`src/rtl/cnn_pkg.sv`:
```
// Shared types and sizing helpers for the CNN layer chain controllers.
package cnn_pkg;

    // Default channel sample width and channel count of the layer chain.
    localparam int DEF_D_WIDTH  = 8;
    localparam int DEF_CHANNELS = 3;

    // Width of one pixel on every stream in the chain.
    localparam int PIXEL_W = DEF_D_WIDTH * DEF_CHANNELS;

    // Frame-level sequencer states.
    typedef enum logic [1:0] {
        IDLE  = 2'd0,
        FEED  = 2'd1,
        DRAIN = 2'd2,
        DONE  = 2'd3
    } seq_state_t;

    // Output edge length of a window layer with no padding.
    function automatic int out_size(input int image, input int filter, input int stride);
        return (image - filter) / stride + 1;
    endfunction

endpackage

```
`src/rtl/layer_sequencer_raster_counter.sv`:
```
// Raster position counter: column, row and linear index of the next pixel,
// with synchronous clear (priority over enable) and a flag for the last pixel.
module raster_counter #(
    parameter int COLS  = 256,
    parameter int ROWS  = 256,
    parameter int COL_W = 8,
    parameter int ROW_W = 8,
    parameter int IDX_W = 17
) (
    input  logic             clk,
    input  logic             rst,
    input  logic             clr,
    input  logic             en,
    output logic [ROW_W-1:0] row,
    output logic [COL_W-1:0] col,
    output logic             last
);

    localparam logic [IDX_W-1:0] IDX_ONE  = IDX_W'(1);
    localparam logic [COL_W-1:0] COL_ONE  = COL_W'(1);
    localparam logic [ROW_W-1:0] ROW_ONE  = ROW_W'(1);
    localparam logic [IDX_W-1:0] IDX_LAST = IDX_W'(COLS * ROWS - 1);
    localparam logic [COL_W-1:0] COL_LAST = COL_W'(COLS - 1);
    localparam logic [ROW_W-1:0] ROW_LAST = ROW_W'(ROWS - 1);

    logic [IDX_W-1:0] idx_q, idx_d;
    logic [COL_W-1:0] col_q, col_d;
    logic [ROW_W-1:0] row_q, row_d;

    // Next position: clear wins, otherwise step in raster order when enabled.
    always_comb begin
        idx_d = idx_q;
        col_d = col_q;
        row_d = row_q;
        if (clr) begin
            idx_d = '0;
            col_d = '0;
            row_d = '0;
        end else if (en) begin
            idx_d = idx_q + IDX_ONE;
            if (col_q == COL_LAST) begin
                col_d = '0;
                row_d = (row_q == ROW_LAST) ? '0 : row_q + ROW_ONE;
            end else begin
                col_d = col_q + COL_ONE;
            end
        end
    end

    // Position registers.
    always_ff @(posedge clk or posedge rst) begin
        if (rst) begin
            idx_q <= '0;
            col_q <= '0;
            row_q <= '0;
        end else begin
            idx_q <= idx_d;
            col_q <= col_d;
            row_q <= row_d;
        end
    end

    assign row  = row_q;
    assign col  = col_q;
    assign last = (idx_q == IDX_LAST);

endmodule

```
`src/rtl/layer_sequencer.sv`:
```
// Frame-level controller for one CNN layer. Gates the layer clock so it only
// advances on accepted input pixels or zero-padded drain beats, and holds
// each layer result until downstream takes it.
//
// Handshakes: a beat transfers on a cycle where valid & ready are both high
// at the rising clock edge; valid never depends on ready of the same stream.
// in_ready also drops during abort so no pixel is consumed by an aborted
// frame.
module layer_sequencer
    import cnn_pkg::*;
#(
    parameter int D_WIDTH     = DEF_D_WIDTH,
    parameter int CHANNELS    = DEF_CHANNELS,
    parameter int IMAGE_SIZE  = 256,
    parameter int FILTER_SIZE = 2,
    parameter int STRIDE      = 1,
    parameter int DRAIN_MAX   = 1024
) (
    input  logic                                     clk,
    input  logic                                     rst,
    input  logic                                     start,
    input  logic                                     abort,
    output logic                                     busy,
    output logic                                     done,
    output logic                                     timeout,
    input  logic                                     in_valid,
    output logic                                     in_ready,
    input  logic [D_WIDTH*CHANNELS-1:0]              in_data,
    output logic                                     layer_clk_en,
    output logic [D_WIDTH*CHANNELS-1:0]              layer_data,
    input  logic [D_WIDTH*CHANNELS-1:0]              layer_q,
    input  logic                                     layer_valid,
    output logic                                     out_valid,
    input  logic                                     out_ready,
    output logic [D_WIDTH*CHANNELS-1:0]              out_data,
    output logic [$clog2(IMAGE_SIZE)-1:0]            in_row,
    output logic [$clog2(IMAGE_SIZE)-1:0]            in_col,
    output logic [1:0]                               dbg_state
);

    localparam int OUT_SIZE   = out_size(IMAGE_SIZE, FILTER_SIZE, STRIDE);
    localparam int IN_PIXELS  = IMAGE_SIZE * IMAGE_SIZE;
    localparam int OUT_PIXELS = OUT_SIZE * OUT_SIZE;
    localparam int CNT_W      = $clog2(IN_PIXELS + 1);
    localparam int POS_W      = $clog2(IMAGE_SIZE);
    localparam int DRN_W      = $clog2(DRAIN_MAX + 1);

    localparam logic [CNT_W-1:0] OUT_TARGET = CNT_W'(OUT_PIXELS);
    localparam logic [DRN_W-1:0] DRN_LIMIT  = DRN_W'(DRAIN_MAX);

    seq_state_t       state_q, state_d;
    logic             fresh_q, fresh_d;
    logic             timeout_q, timeout_d;
    logic [CNT_W-1:0] out_cnt_q, out_cnt_d;
    logic [DRN_W-1:0] drain_cnt_q, drain_cnt_d;

    logic             can_adv;
    logic             fire;
    logic             feed_fire;
    logic             drain_fire;
    logic             out_room;
    logic             out_acc;
    logic             out_full;
    logic             drain_exp;
    logic             start_go;
    logic             abort_go;
    logic             ctr_clr;
    logic             in_last;
    logic [CNT_W-1:0] out_cnt_inc;
    logic [DRN_W-1:0] drain_inc;

    // Handshake, fire and output-stream decode shared by the FSM and counters.
    always_comb begin
        busy       = (state_q == FEED) || (state_q == DRAIN);
        abort_go   = abort && (state_q != IDLE);
        start_go   = (state_q == IDLE) && start && !abort;
        // One-deep hold: the layer may only advance when its last result
        // has been taken or was never produced.
        can_adv    = !fresh_q || out_ready;
        in_ready   = (state_q == FEED) && can_adv && !abort;
        feed_fire  = in_valid && in_ready;
        drain_fire = (state_q == DRAIN) && can_adv && !abort;
        fire       = feed_fire || drain_fire;
        // Once the expected output count is met, surplus results are held back.
        out_room   = (out_cnt_q < OUT_TARGET);
        out_valid  = fresh_q && layer_valid && busy && out_room;
        out_acc    = out_valid && out_ready;
        out_cnt_inc = out_cnt_q + {{(CNT_W-1){1'b0}}, out_acc};
        drain_inc   = drain_cnt_q + {{(DRN_W-1){1'b0}}, drain_fire};
        out_full    = (out_cnt_inc >= OUT_TARGET);
        drain_exp   = (drain_inc >= DRN_LIMIT);
        ctr_clr     = start_go || abort_go;
    end

    assign layer_clk_en = fire;
    assign layer_data   = (state_q == FEED) ? in_data : '0;
    assign out_data     = layer_q;
    assign timeout      = timeout_q;
    assign done         = (state_q == DONE) && !abort;
    assign dbg_state    = state_q;

    raster_counter #(
        .COLS  (IMAGE_SIZE),
        .ROWS  (IMAGE_SIZE),
        .COL_W (POS_W),
        .ROW_W (POS_W),
        .IDX_W (CNT_W)
    ) u_in_pos (
        .clk  (clk),
        .rst  (rst),
        .clr  (ctr_clr),
        .en   (feed_fire),
        .row  (in_row),
        .col  (in_col),
        .last (in_last)
    );

    // Next-state, result-hold flag and frame counters; abort overrides all.
    always_comb begin
        state_d     = state_q;
        timeout_d   = timeout_q;
        out_cnt_d   = out_cnt_inc;
        drain_cnt_d = drain_inc;
        if (fire) begin
            fresh_d = 1'b1;
        end else if (out_ready) begin
            fresh_d = 1'b0;
        end else begin
            fresh_d = fresh_q;
        end

        case (state_q)
            IDLE: begin
                if (start_go) begin
                    state_d     = FEED;
                    timeout_d   = 1'b0;
                    fresh_d     = 1'b0;
                    out_cnt_d   = '0;
                    drain_cnt_d = '0;
                end
            end
            FEED: begin
                if (feed_fire && in_last) begin
                    state_d = DRAIN;
                end
            end
            DRAIN: begin
                // Completing the output count beats the drain limit on a tie.
                if (out_full) begin
                    state_d = DONE;
                end else if (drain_exp) begin
                    state_d   = DONE;
                    timeout_d = 1'b1;
                end
            end
            DONE: begin
                state_d = IDLE;
            end
            default: begin
                state_d = IDLE;
            end
        endcase

        if (abort_go) begin
            state_d     = IDLE;
            fresh_d     = 1'b0;
            out_cnt_d   = '0;
            drain_cnt_d = '0;
        end
    end

    // State and frame bookkeeping registers.
    always_ff @(posedge clk or posedge rst) begin
        if (rst) begin
            state_q     <= IDLE;
            fresh_q     <= 1'b0;
            timeout_q   <= 1'b0;
            out_cnt_q   <= '0;
            drain_cnt_q <= '0;
        end else begin
            state_q     <= state_d;
            fresh_q     <= fresh_d;
            timeout_q   <= timeout_d;
            out_cnt_q   <= out_cnt_d;
            drain_cnt_q <= drain_cnt_d;
        end
    end

endmodule

```
`config.mk`:
```
export PLATFORM = sky130hd
export DESIGN_NAME = layer_sequencer
export DESIGN_NICKNAME = d
export VERILOG_FILES = /design/src/rtl/cnn_pkg.sv /design/src/rtl/layer_sequencer_raster_counter.sv /design/src/rtl/layer_sequencer.sv
export SDC_FILE = /design/constraint.sdc
export NUM_CORES = 1
export LEC_CHECK = 0
export ABC_AREA = 0
export CAP_MARGIN = 10
export CELL_PAD_IN_SITES_DETAIL_PLACEMENT = 1
export CELL_PAD_IN_SITES_GLOBAL_PLACEMENT = 1
export CORE_MARGIN = 5
export CORE_UTILIZATION = 50
export DETAILED_ROUTE_END_ITERATION = 10
export DONT_BUFFER_PORTS = 1
export GPL_ROUTABILITY_DRIVEN = 0
export PLACE_DENSITY_LB_ADDON = 0.05
export SETUP_SLACK_MARGIN = 0.02
export SLEW_MARGIN = 15
export SYNTH_ARGS = -nofsm -noshare
export SYNTH_HDL_FRONTEND = slang
export SYNTH_SLANG_ARGS = --single-unit
```
`constraint.sdc`:
```
create_clock -name clk -period 6 [get_ports clk]
set_clock_uncertainty 0.2 [all_clocks]
set_input_delay 0.6 -clock clk [delete_from_list [all_inputs] [get_ports clk]]
set_output_delay 0.6 -clock clk [all_outputs]
set_load 0.02 [all_outputs]
```
# Word-level counts from Yosys, hierarchy flattened
# Index checks and enable logic that the tools add are counted.
[totals]
word_cells = 87
ff_bits = 65
in_bits = 55
out_inout_bits = 72
[op_classes]
n_reduce_logical = 28
eq_ne = 12
order_cmp = 3
muxes = 31
addsub = 5
[op_table]
columns = ["cell", "n"]
rows = [
  ["17-bit two-way mux", 5],
  ["8-bit two-way mux", 7],
  ["11-bit two-way mux", 3],
  ["24-bit two-way mux", 1],
  ["17-bit by 1-bit adder with 17-bit output", 1],
  ["17-bit by 1-bit adder with 17-bit output, second input constant", 1],
  ["17-bit by 16-bit == test with 1-bit output, second input constant", 1],
  ["17-bit by 16-bit >= comparator with 1-bit output, second input constant", 1],
  ["17-bit by 16-bit less-than comparator with 1-bit output, second input constant", 1],
  ["8-bit by 1-bit adder with 8-bit output, second input constant", 2],
  ["8-bit == test, second input constant", 2],
  ["1-bit logical AND", 14],
  ["11-bit by 1-bit adder with 11-bit output", 1],
  ["11-bit >= comparator, second input constant", 1],
  ["2-bit two-way mux", 5],
  ["1-bit two-way mux", 8],
  ["2-bit one-hot mux with 4 select lines", 1],
  ["2-bit nonzero test", 4],
  ["2-bit inequality test, second input constant", 3],
  ["2-bit == test, second input constant", 2],
  ["1-bit logical OR", 4],
  ["4-bit inequality test, second input constant", 1],
  ["4-bit AND reduction", 1],
  ["3-bit by 2-bit inequality test with 1-bit output, second input constant", 1],
  ["7 further kinds", 8],
]

# Logic depth before layout (Yosys ltp)
[logic_depth]
depth_word = 10
ltp_mapped = 15
depth_no_buf = 14

# Cells and area by module
# Synthesis repeated with hierarchy kept, for this count alone.
[unflattened]
hier_cells = 430
area_unflattened_um2 = 3968.8
[modules_own_cells]
columns = ["mod", "seq_area_each_um2", "area_each_um2", "instances", "cells_per_inst"]
rows = [
  ["layer_sequencer", 800.8, 2253.4, 1, 252],
  ["raster_counter", 825.8, 1715.4, 1, 178],
]

# Worst setup path after synthesis
# No wires, ideal clock.
[synth_path]
path_type = "register -> register"
start = "register state_q[0], in the netlist dbg_state[0]"
end = "register state_q[1], in the netlist dbg_state[1]"
slack_ns = 2.312
path_stages_with_launch = 16
setup_ns = 0.121
required_time_ns = 5.679
arrival_time_ns = 3.367
synth_period_minus_slack_ns = 3.688
n_path_buf = 1
path_cell_list = "dfrtp_1 > inv_1 > ha_1 > nand4b_1 > a21oi_1 > and2_1 > ha_1 > ha_1 > buf_6 > and4_4 > and4_2 > o21ai_0 > a21oi_2 > o31ai_4 > a41o_1 > a41o_1"
[synth_between]
elab_chain_len = 10
elab_cells_between_ends = 29
cone_classes = "2 x add/sub; 2 x order compare; 6 x eq/ne; 3 x mux; 16 x reduce/logical"
[synth_rtl]
columns = ["item", "line_no", "source"]
rows = [
  ["start: declaration", "layer_sequencer.sv:51", "seq_state_t state_q, state_d;"],
  ["start signal: assignment", "layer_sequencer.sv:181", "state_q <= state_d;"],
  ["2-bit by 1-bit == test with 1-bit output or 2-bit == test (tied branches)", "layer_sequencer.sv:74", "busy = (state_q == FEED) || (state_q == DRAIN);"],
  ["1-bit logical OR (*)", "layer_sequencer.sv:74", ""],
  ["net busy", "layer_sequencer.sv:23", "output logic busy,"],
  ["1-bit logical AND (*) (2 in series)", "layer_sequencer.sv:86", "out_valid = fresh_q && layer_valid && busy && out_room;"],
  ["net out_valid", "layer_sequencer.sv:33", "output logic out_valid,"],
  ["1-bit logical AND (*)", "layer_sequencer.sv:87", "out_acc = out_valid && out_ready;"],
  ["17-bit by 1-bit adder with 17-bit output (*)", "layer_sequencer.sv:88", "out_cnt_inc = out_cnt_q + {{(CNT_W-1){1'b0}}, out_acc};"],
  ["17-bit by 16-bit >= comparator with 1-bit output (*)", "layer_sequencer.sv:90", "out_full = (out_cnt_inc >= OUT_TARGET);"],
  ["2-bit two-way mux", "layer_sequencer.sv:149", "if (out_full) begin"],
  ["2-bit one-hot mux with 4 select lines", "layer_sequencer.sv:132", "case (state_q)"],
  ["2-bit two-way mux", "layer_sequencer.sv:164", "if (abort_go) begin"],
]
# Mark *: on every way through the listed nets, which the timed path passes. The rest lies on a longest branch.
# A chain may end at the register's enable or synchronous reset.

# Final worst setup path
[layout_path]
start = "register state_q[1], in the netlist dbg_state[1]"
end = "register state_q[1], in the netlist dbg_state[1]"
# The elaborated chain is that of the path after synthesis.

==> impl_metrics.ini <==
[global_routing]
grt_remaining_overflow = 0
grt_pass1_wl_um = 15600
grt_antenna_before_repair = 0
grt_max_degree = 66
grt_pass1_vias = 3092
grtUsageTotal_pct = 19.5

[floorplan]
rows = 32
dieArea_mm2 = 0.00952
die_h_um = 97.6
io-pin-count = 127
die_w_um = 97.6
start_util_pct = 50.4
core-area_mm2 = 0.00761

[placement]
dp_hpwl_um = 6610
dp_slack_ps = 1770
io_buffers = 0
placed_area_mm2 = 0.00372
placed_cells = 486

[outcome]
status = finished clean

[setup_path]
cp-end-kind = flip-flop
start_kind = flip-flop
reg2reg_setup_slack_ps = 1810
r2r-end = dbg_state[1]$_DFFE_PP0P_
rr_startpoint = dbg_state[1]$_DFFE_PP0P_
criticalPathCategory = flip-flop to flip-flop
reg2regPathDepth = 14
crit_start = dbg_state[1]$_DFFE_PP0P_
critPathMaxFanout = 7
cp.required_ps = 6030
critical_path_arrival_ps = 4210

[clock_network]
tritoncts = done
htree_levels = 3
postCtsHoldBufs = 0
clkLatencyLatePin_ps = 330
cts-root-buf = clkbuf_8
cts_resized = 0
cts_setup_buffers = 0
clockBufferDepth = 2
cts_buffers = 9
cts_sinks = 65
clkTransAtPathRegs_ps = 80

[logic_synthesis]
yosys_register_bits = 65
ys_warn_count = 0
avgSynthCellArea_um2 = 9.15
synth_nets = 486
yosysSeqAreaShare_pct = 42.4
synth_cells = 419
yosys.area.top_type_share_pct = 42.4
yosys-top-cells-area = dfrtp_1 (42%), nor2_1 (6.4%), xor2_1 (6.2%)
synth_top_area_cell = dfrtp_1
ys_types = 50
synthesis.area_mm2 = 0.00383

[drt]
wl_um = 8930
ant_nets = 0
drt_first_iter_violations = 73
vias_per_cell = 5.61
dr_total_vias = 2816
drt_first_pass_iters = 4
route.detailed.drc = 0
routedWlPerCell_um = 17.8

[timing]
setup_slack_ps = 1810
worst_pin_slew_ps = 825
finalHoldWorstSlack_ps = 196
drv_slew = 0
hold_viol = 0
timing.fmax_mhz = 239
post-route-min-period_ps = 4190
slew_headroom_pct = 45.0
setup-tns-final_ps = 0
fin_crit_sh_pct = 69.8
setup_viol = 0
rsz0062_at_grt = no

[finish]
fin_cells = 502
syn2layout_area_growth_pct = 2.25
multi_input_area_mm2 = 0.00191
antennaDiodeCount = 0
regArea_mm2 = 0.00163
final_util_pct = 51.5
nNetsFinal = 462
drive_gt1_share_pct = 8.50
stdcell_area_mm2 = 0.00392
layout_common_cells = nor2_1 (65), dfrtp_1 (65), nand2_1 (32), xor2_1 (27), and2_1 (27)
n_fill_cell = 880

[power_and_ir_drop]
irDropWorstVdd_mv = 0.116
p_leak_nw = 1.73
power.total_mw = 1.24
powerDensity_mw_per_mm2 = 316

[run]
maxCapViolations = 0

[min_path]
hold_class = primary input to asynchronous set/reset pin
-- registers in the layout, summed over array words and instances (netlist names) --
name,count
u_in_pos.row,8
timeout,1
drain_cnt_q,11
u_in_pos.col,8
out_cnt_q,17
fresh_q,1
u_in_pos.idx_q,17
dbg_state,2
-- cells by family after synthesis --
logic type | synth area share, %
flops | 42.4
compound gates | 6.99
xor+xnor | 10.1
simple gates | 29.0
fa+ha+maj | 3.92
buf+inv | 7.64
-- cell usage after synthesis (all sizes together) --
| master | n |
|---|---|
| nor3 | 3 |
| ha | 12 |
| nand3 | 23 |
| o21a | 1 |
| buf | 31 |
| o31ai | 2 |
| and4 | 5 |
| o211ai | 1 |
| xor2 | 27 |
| dfrtp | 65 |
| and2 | 28 |
| nand2 | 32 |
| nand4 | 18 |
| a41o | 2 |
| nand3b | 1 |
| o22a | 1 |
| nor3b | 1 |
| a211oi | 1 |
| and2b | 1 |
| or3 | 5 |
| and3 | 14 |
| nand2b | 4 |
| inv | 9 |
| nor2 | 66 |
| nor4 | 5 |
| nor2b | 3 |
| a41oi | 1 |
| a32o | 1 |
| a21oi | 12 |
| a21boi | 2 |
| o21ai | 14 |
| or4 | 1 |
| a31oi | 2 |
| nand4b | 1 |
| xnor2 | 17 |
| clkbuf | 7 |
-- area by class of cell --
class | count | share of cell area [%]
Multi-Input combinational cell | 307 | 48.8
Sequential cell | 65 | 41.5
Tap cell | 102 | 3.26
Clock buffer | 9 | 3.16
Clock inverter | 7 | 1.82
Inverter | 9 | 0.862
Timing Repair Buffer | 3 | 0.575
-- where the power goes --
| part | internal [mW] | total [mW] | switching, mW |
|---|---|---|---|
| logic | 0.0984 | 0.366 | 0.267 |
| registers | 0.462 | 0.504 | 0.0425 |
| clock network | 0.191 | 0.368 | 0.177 |
-- worst max-delay path by stage --
stage	to	depth (start not counted)
2_1_floorplan	dbg_state[1]$_DFFE_PP0P_	15
3_3_place_gp	dbg_state[1]$_DFFE_PP0P_	14
3_5_place_dp	dbg_state[1]$_DFFE_PP0P_	14
4_1_cts	dbg_state[1]$_DFFE_PP0P_	14
5_1_grt	dbg_state[1]$_DFFE_PP0P_	14
6_report	dbg_state[1]$_DFFE_PP0P_	14
-- critical path: stages (launching register included) --
cell and delay (ps):
dfrtp_1 570, inv_1 150, ha_1 490, nand4b_1 140, a21oi_1 440, and2_1 200, ha_1 200, ha_1 330
and4_4 280, and4_2 210, o21ai_0 110, a21oi_2 200, o31ai_4 110, a41o_1 220, a41o_1 200
-- per-layer routing --
| layer | share of wire, % | vias to the layer above | GRT usage (%) |
|---|---|---|---|
| met5 | 0 | - | 0 |
| met2 | 50 | 52 | 33.2 |
| met3 | 5.7 | 13 | 6.89 |
| li1 | - | 1350 | - |
| met1 | 43 | 1401 | 24.0 |
| met4 | 0.77 | 0 | 3.94 |
(Power assumes the default switching activity.)
==> patch 1 (same settings) <==
One comparison of `idx_q` changes from == to >=.
--- a/src/rtl/layer_sequencer_raster_counter.sv
+++ b/src/rtl/layer_sequencer_raster_counter.sv
@@ -62,7 +62,7 @@
 
     assign row  = row_q;
     assign col  = col_q;
-    assign last = (idx_q == IDX_LAST);
+    assign last = (idx_q >= IDX_LAST);
 
 endmodule
 
Formal check against the unedited RTL: same outputs for any inputs over 10 cycles, from zero or initial values and one cycle with rst high; that may be too few to reach the edited logic, so the function may still have changed.
==> patch 1 against the unedited design <==
Via count grew 4.5%; total power grew 1.1%; area after synthesis shrank 0.52%; sequential cell count is the same; routed wire length grew 6.6%; cell area shrank 0.13%; maximum frequency shrank 5.3%; die area shrank 0.47%; worst setup slack lost 0.24 ns; clock power grew 5%; global-route usage grew 1.1 points; critical path type unchanged.
==> patch 1: results <==
set metrics [dict create \
    synth_commonest_cells "dfrtp_1 (65), nor2_1 (58), nand2_1 (34)" \
    dpl.cell_count 484 \
    antenna_found_initial 1 \
    root_buffer "clkbuf_8" \
    synth_cells 422 \
    postCtsSetupRepairBufs 0 \
    drt_iter0_markers 64 \
    synth-seq-cells 65 \
    grt_max_degree 66 \
    crit_slowest_cell "a2111oi_1" \
    grt_pass1_wl_um 15900 \
    path_max_fanout 7 \
    p_leak_nw 1.72 \
    max_stage_delay_ns 0.55 \
    num_vias 2944 \
    grt_usage_pct 20.6 \
    worst-slew-pin-transition_ns 0.832 \
    swShare_pct 39.3 \
    cts_max_level 3 \
    synth_area_leaders "dfrtp_1 (43%), xor2_1 (5.7%), nor2_1 (5.7%)" \
    nets 463 \
    largestRegisters "out_cnt_q: 17 flops, u_in_pos.idx_q: 17 flops, drain_cnt_q: 11 flops" \
    ctsResizeCount 0 \
    synthArstFlopShare_pct 100 \
    clk_latency_ns 0.35 \
    yosysUniqueCellTypes 50 \
    clk_pin_slew_ns 0.07 \
    peakVddDrop_uv 147 \
    clockBufferDepth 2 \
    synth.yosys.seq_area_share_pct 42.7 \
    grt_pass1_vias 3125 \
    drive_gt1_share_pct 6.73 \
    ant_nets 0 \
    wl_um 9520 \
    cp.arrival_ns 4.49 \
    dpl.hpwl_um 6960 \
    synth_nets 489 \
    status "completed" \
    min_path_type "primary input to async pin" \
    port_buffers 0 \
    rr_startpoint "dbg_state[0]$_DFFE_PP0P_" \
    first_pass_iters 4 \
    crit_type "flip-flop to flip-flop" \
    ys_warn_count 0 \
    cts_inserted_buffers 9 \
    vias_per_cell 5.88 \
]
[patch 1: worst max-delay path: cells and delay by family (launching register included)]
kind | cells | cell delay, ns
AND/OR/NAND/NOR | 4 | 0.97
flip-flops | 1 | 0.51
buffers and inverters | 1 | 0.14
AO/OA/AOI/OAI | 4 | 1.46
XOR/XNOR | 1 | 0.12
adder cells (fa/ha/maj) | 3 | 0.97
[patch 1: final timing paths]
kind | slack (ns) | endpoint | cells after the start
max | 1.58 | dbg_state[0]$_DFFE_PP0P_ | 13
min in group clk | 0.34 | drain_cnt_q[9]$_DFF_PP0_ | 2
min reg2reg | 0.34 | drain_cnt_q[9]$_DFF_PP0_ | 2
max reg2reg | 1.58 | dbg_state[0]$_DFFE_PP0P_ | 13
max in group asynchronous | 4.88 | u_in_pos.idx_q[6]$_DFFE_PP0P_ | 2
min | 0.18 | drain_cnt_q[6]$_DFF_PP0_ | 2
[patch 1: per-stage QoR]
step	cell area, µm²	worst slack (ns)	power (W)	utilization, %
detailed placement	3710	1.59	0.000881	50.6
global route	3910	1.17	0.00133	53.4
global placement	3710	1.75	0.000871	50.6
floorplan	3810	2.15	0.000825	-
CTS	3910	1.57	0.00127	53.4
finish	3910	1.58	0.00125	53.4
[patch 1: area by class of cell]
cell class,instances,area [µm²]
fillers,858,3420
multi-input cells,307,1900
flip-flops and latches,65,1630
clock buffers,10,138
well taps,99,124
clock inverters,6,67.6
inverters,10,37.5
repair buffers,3,22.5
diodes,1,2.50
[patch 1: cell families after synthesis]
| logic type | count (synthesis) | synth area share, % |
|---|---|---|
| and+or+nand+nor | 208 | 28.3 |
| DFF | 65 | 42.7 |
| buffers and inverters | 50 | 7.61 |
| xor gates and xnor gates | 44 | 10.1 |
| AOI/OAI and AO/OA | 42 | 7.09 |
| adders and majority gates | 12 | 3.94 |
| muxes | 1 | 0.263 |
[patch 1: power groups by stage]
stage | Clock (W) | Combinational (W) | Sequential (W)
after floorplan | 0 | 0.000317 | 0.000508
after global placement | 0 | 0.000356 | 0.000515
after detailed placement | 0 | 0.000363 | 0.000518
after CTS | 0.000397 | 0.000364 | 0.000509
after global routing | 0.000421 | 0.000394 | 0.000513
final | 0.000385 | 0.000358 | 0.000508
[patch 1: metal layers]
metal	up-vias	share of wire, %	global-route usage (%)	wire length, µm
li1	1364	-	-	-
met1	1449	43	25.2	4140
met2	118	47	33.8	4510
met3	13	7.8	6.96	738
met4	0	1.4	7.67	137
met5	-	0	0	0
==> patch 2 (config.mk and constraints unchanged) <==
Without the edit above. Set the package constant `DEF_CHANNELS` to 6 (it was 3).
--- a/src/rtl/cnn_pkg.sv
+++ b/src/rtl/cnn_pkg.sv
@@ -3,7 +3,7 @@
 
     // Default channel sample width and channel count of the layer chain.
     localparam int DEF_D_WIDTH  = 8;
-    localparam int DEF_CHANNELS = 3;
+    localparam int DEF_CHANNELS = 6;
 
     // Width of one pixel on every stream in the chain.
     localparam int PIXEL_W = DEF_D_WIDTH * DEF_CHANNELS;
Interface: changed (resized in_data, layer_data, layer_q and out_data); port bits go from 127 to 223. The function was not compared with the original's and may differ.
==> patch 2 against the unedited design <==
Total power grew 14%; highest routed layer unchanged; sequential power is 0.8% lower; via count is 14% higher; worst setup slack got worse by 0.62 ns; critical path type unchanged; sequential cell count unchanged; cell area rose by 6.8%; non-clock buffer count is the same; area after synthesis up 11%; routed wire length is 32% higher; sequential share of layout area is 2.6 points lower; critical path depth is 1 lower; maximum frequency is 13% lower.
==> patch 2: results <==
set metrics [dict create \
    status "completed" \
    clk_latency_ns 0.35 \
    grt_pass1_vias 3315 \
    synth_cells 481 \
    slew-limit-headroom_pct 44.2 \
    drt_iter0_markers 150 \
    clock_area_share_pct 5.44 \
    path_max_fanout 11 \
    ctsResizeCount 0 \
    multi_input_gates 338 \
    drive_gt1_share_pct 5.80 \
    cts_inserted_buffers 9 \
    grt_usage_pct 22.4 \
    p_seq_w 0.000500 \
    synth_area_leaders "dfrtp_1 (38%), buf_4 (8.5%), and2_1 (8.0%)" \
    rrSetupSlack_ns 1.19 \
    grt.met2_usage_pct 30.2 \
    nFlopsAndLatches 65 \
    diodes 0 \
    synth_xor_area_share_pct 9.28 \
    hold_slack_ns 0.180 \
    dpl.hpwl_um 8790 \
    synth.yosys.seq_area_share_pct 38.3 \
    synth_commonest_cells "dfrtp_1 (65), nor2_1 (64), and2_1 (54)" \
    p_comb_w 0.000483 \
    wire_per_inst_um 22.0 \
    internal_power_w 0.000838 \
    num-clock-buffers 11 \
    met3_usage_pct 7.85 \
    ff2ff_path_depth 13 \
    fin_cells 536 \
    dpl.cell_count 521 \
    grt_util_met1_pct 31.4 \
    p_leak_nw 1.83 \
    synth_compound_area_share_pct 7.46 \
    power_w 0.00141 \
    yosysUniqueCellTypes 51 \
    layout.nonclk_buf_share_pct 0.538 \
    min_period_over_period_pct 80.1 \
    synthMuxAreaShare_pct 0.943 \
    ff_latch_area_um2 1630 \
    synth_nets 596 \
    num-fill-cells 954 \
    placed_cell_area_um2 3960 \
    core_area_um2 8260 \
    design_area_um2 4190 \
    pre_cts_ws_ns 1.25 \
    cp_top_family "simple AND/OR/NAND/NOR gates" \
    multiInputGateArea_um2 2140 \
    grt_pass1_wl_um 18000 \
]
[patch 2: cell types whose count changed after synthesis, sizes merged, moves of 3 or more]
| cell | before | now |
|---|---|---|
| nand3 | 23 | 18 |
| nand2 | 32 | 26 |
| o21ai | 14 | 11 |
| mux2i | 0 | 4 |
| clkbuf | 7 | 15 |
| and2 | 28 | 54 |
| nor3 | 3 | 7 |
| xnor2 | 17 | 20 |
| buf | 31 | 53 |
[patch 2: kinds of logic (layout without fill, tap and decap cells)]
logic type / after synthesis / in the layout
AO/OA/AOI/OAI: 46 / 46
XOR/XNOR: 45 / 45
adder cells (fa/ha/maj): 12 / 12
buffers and inverters: 78 / 28
flip-flops: 65 / 65
multiplexers: 4 / 4
AND/OR/NAND/NOR: 231 / 231
[patch 2: metal layers]
metal | wire length, µm | vias up | share of wire (%)
met4 | 595 | 0 | 5.0
met5 | 0 | - | 0
met1 | 5170 | 1580 | 44
li1 | - | 1484 | -
met2 | 5170 | 82 | 44
met3 | 860 | 62 | 7.3
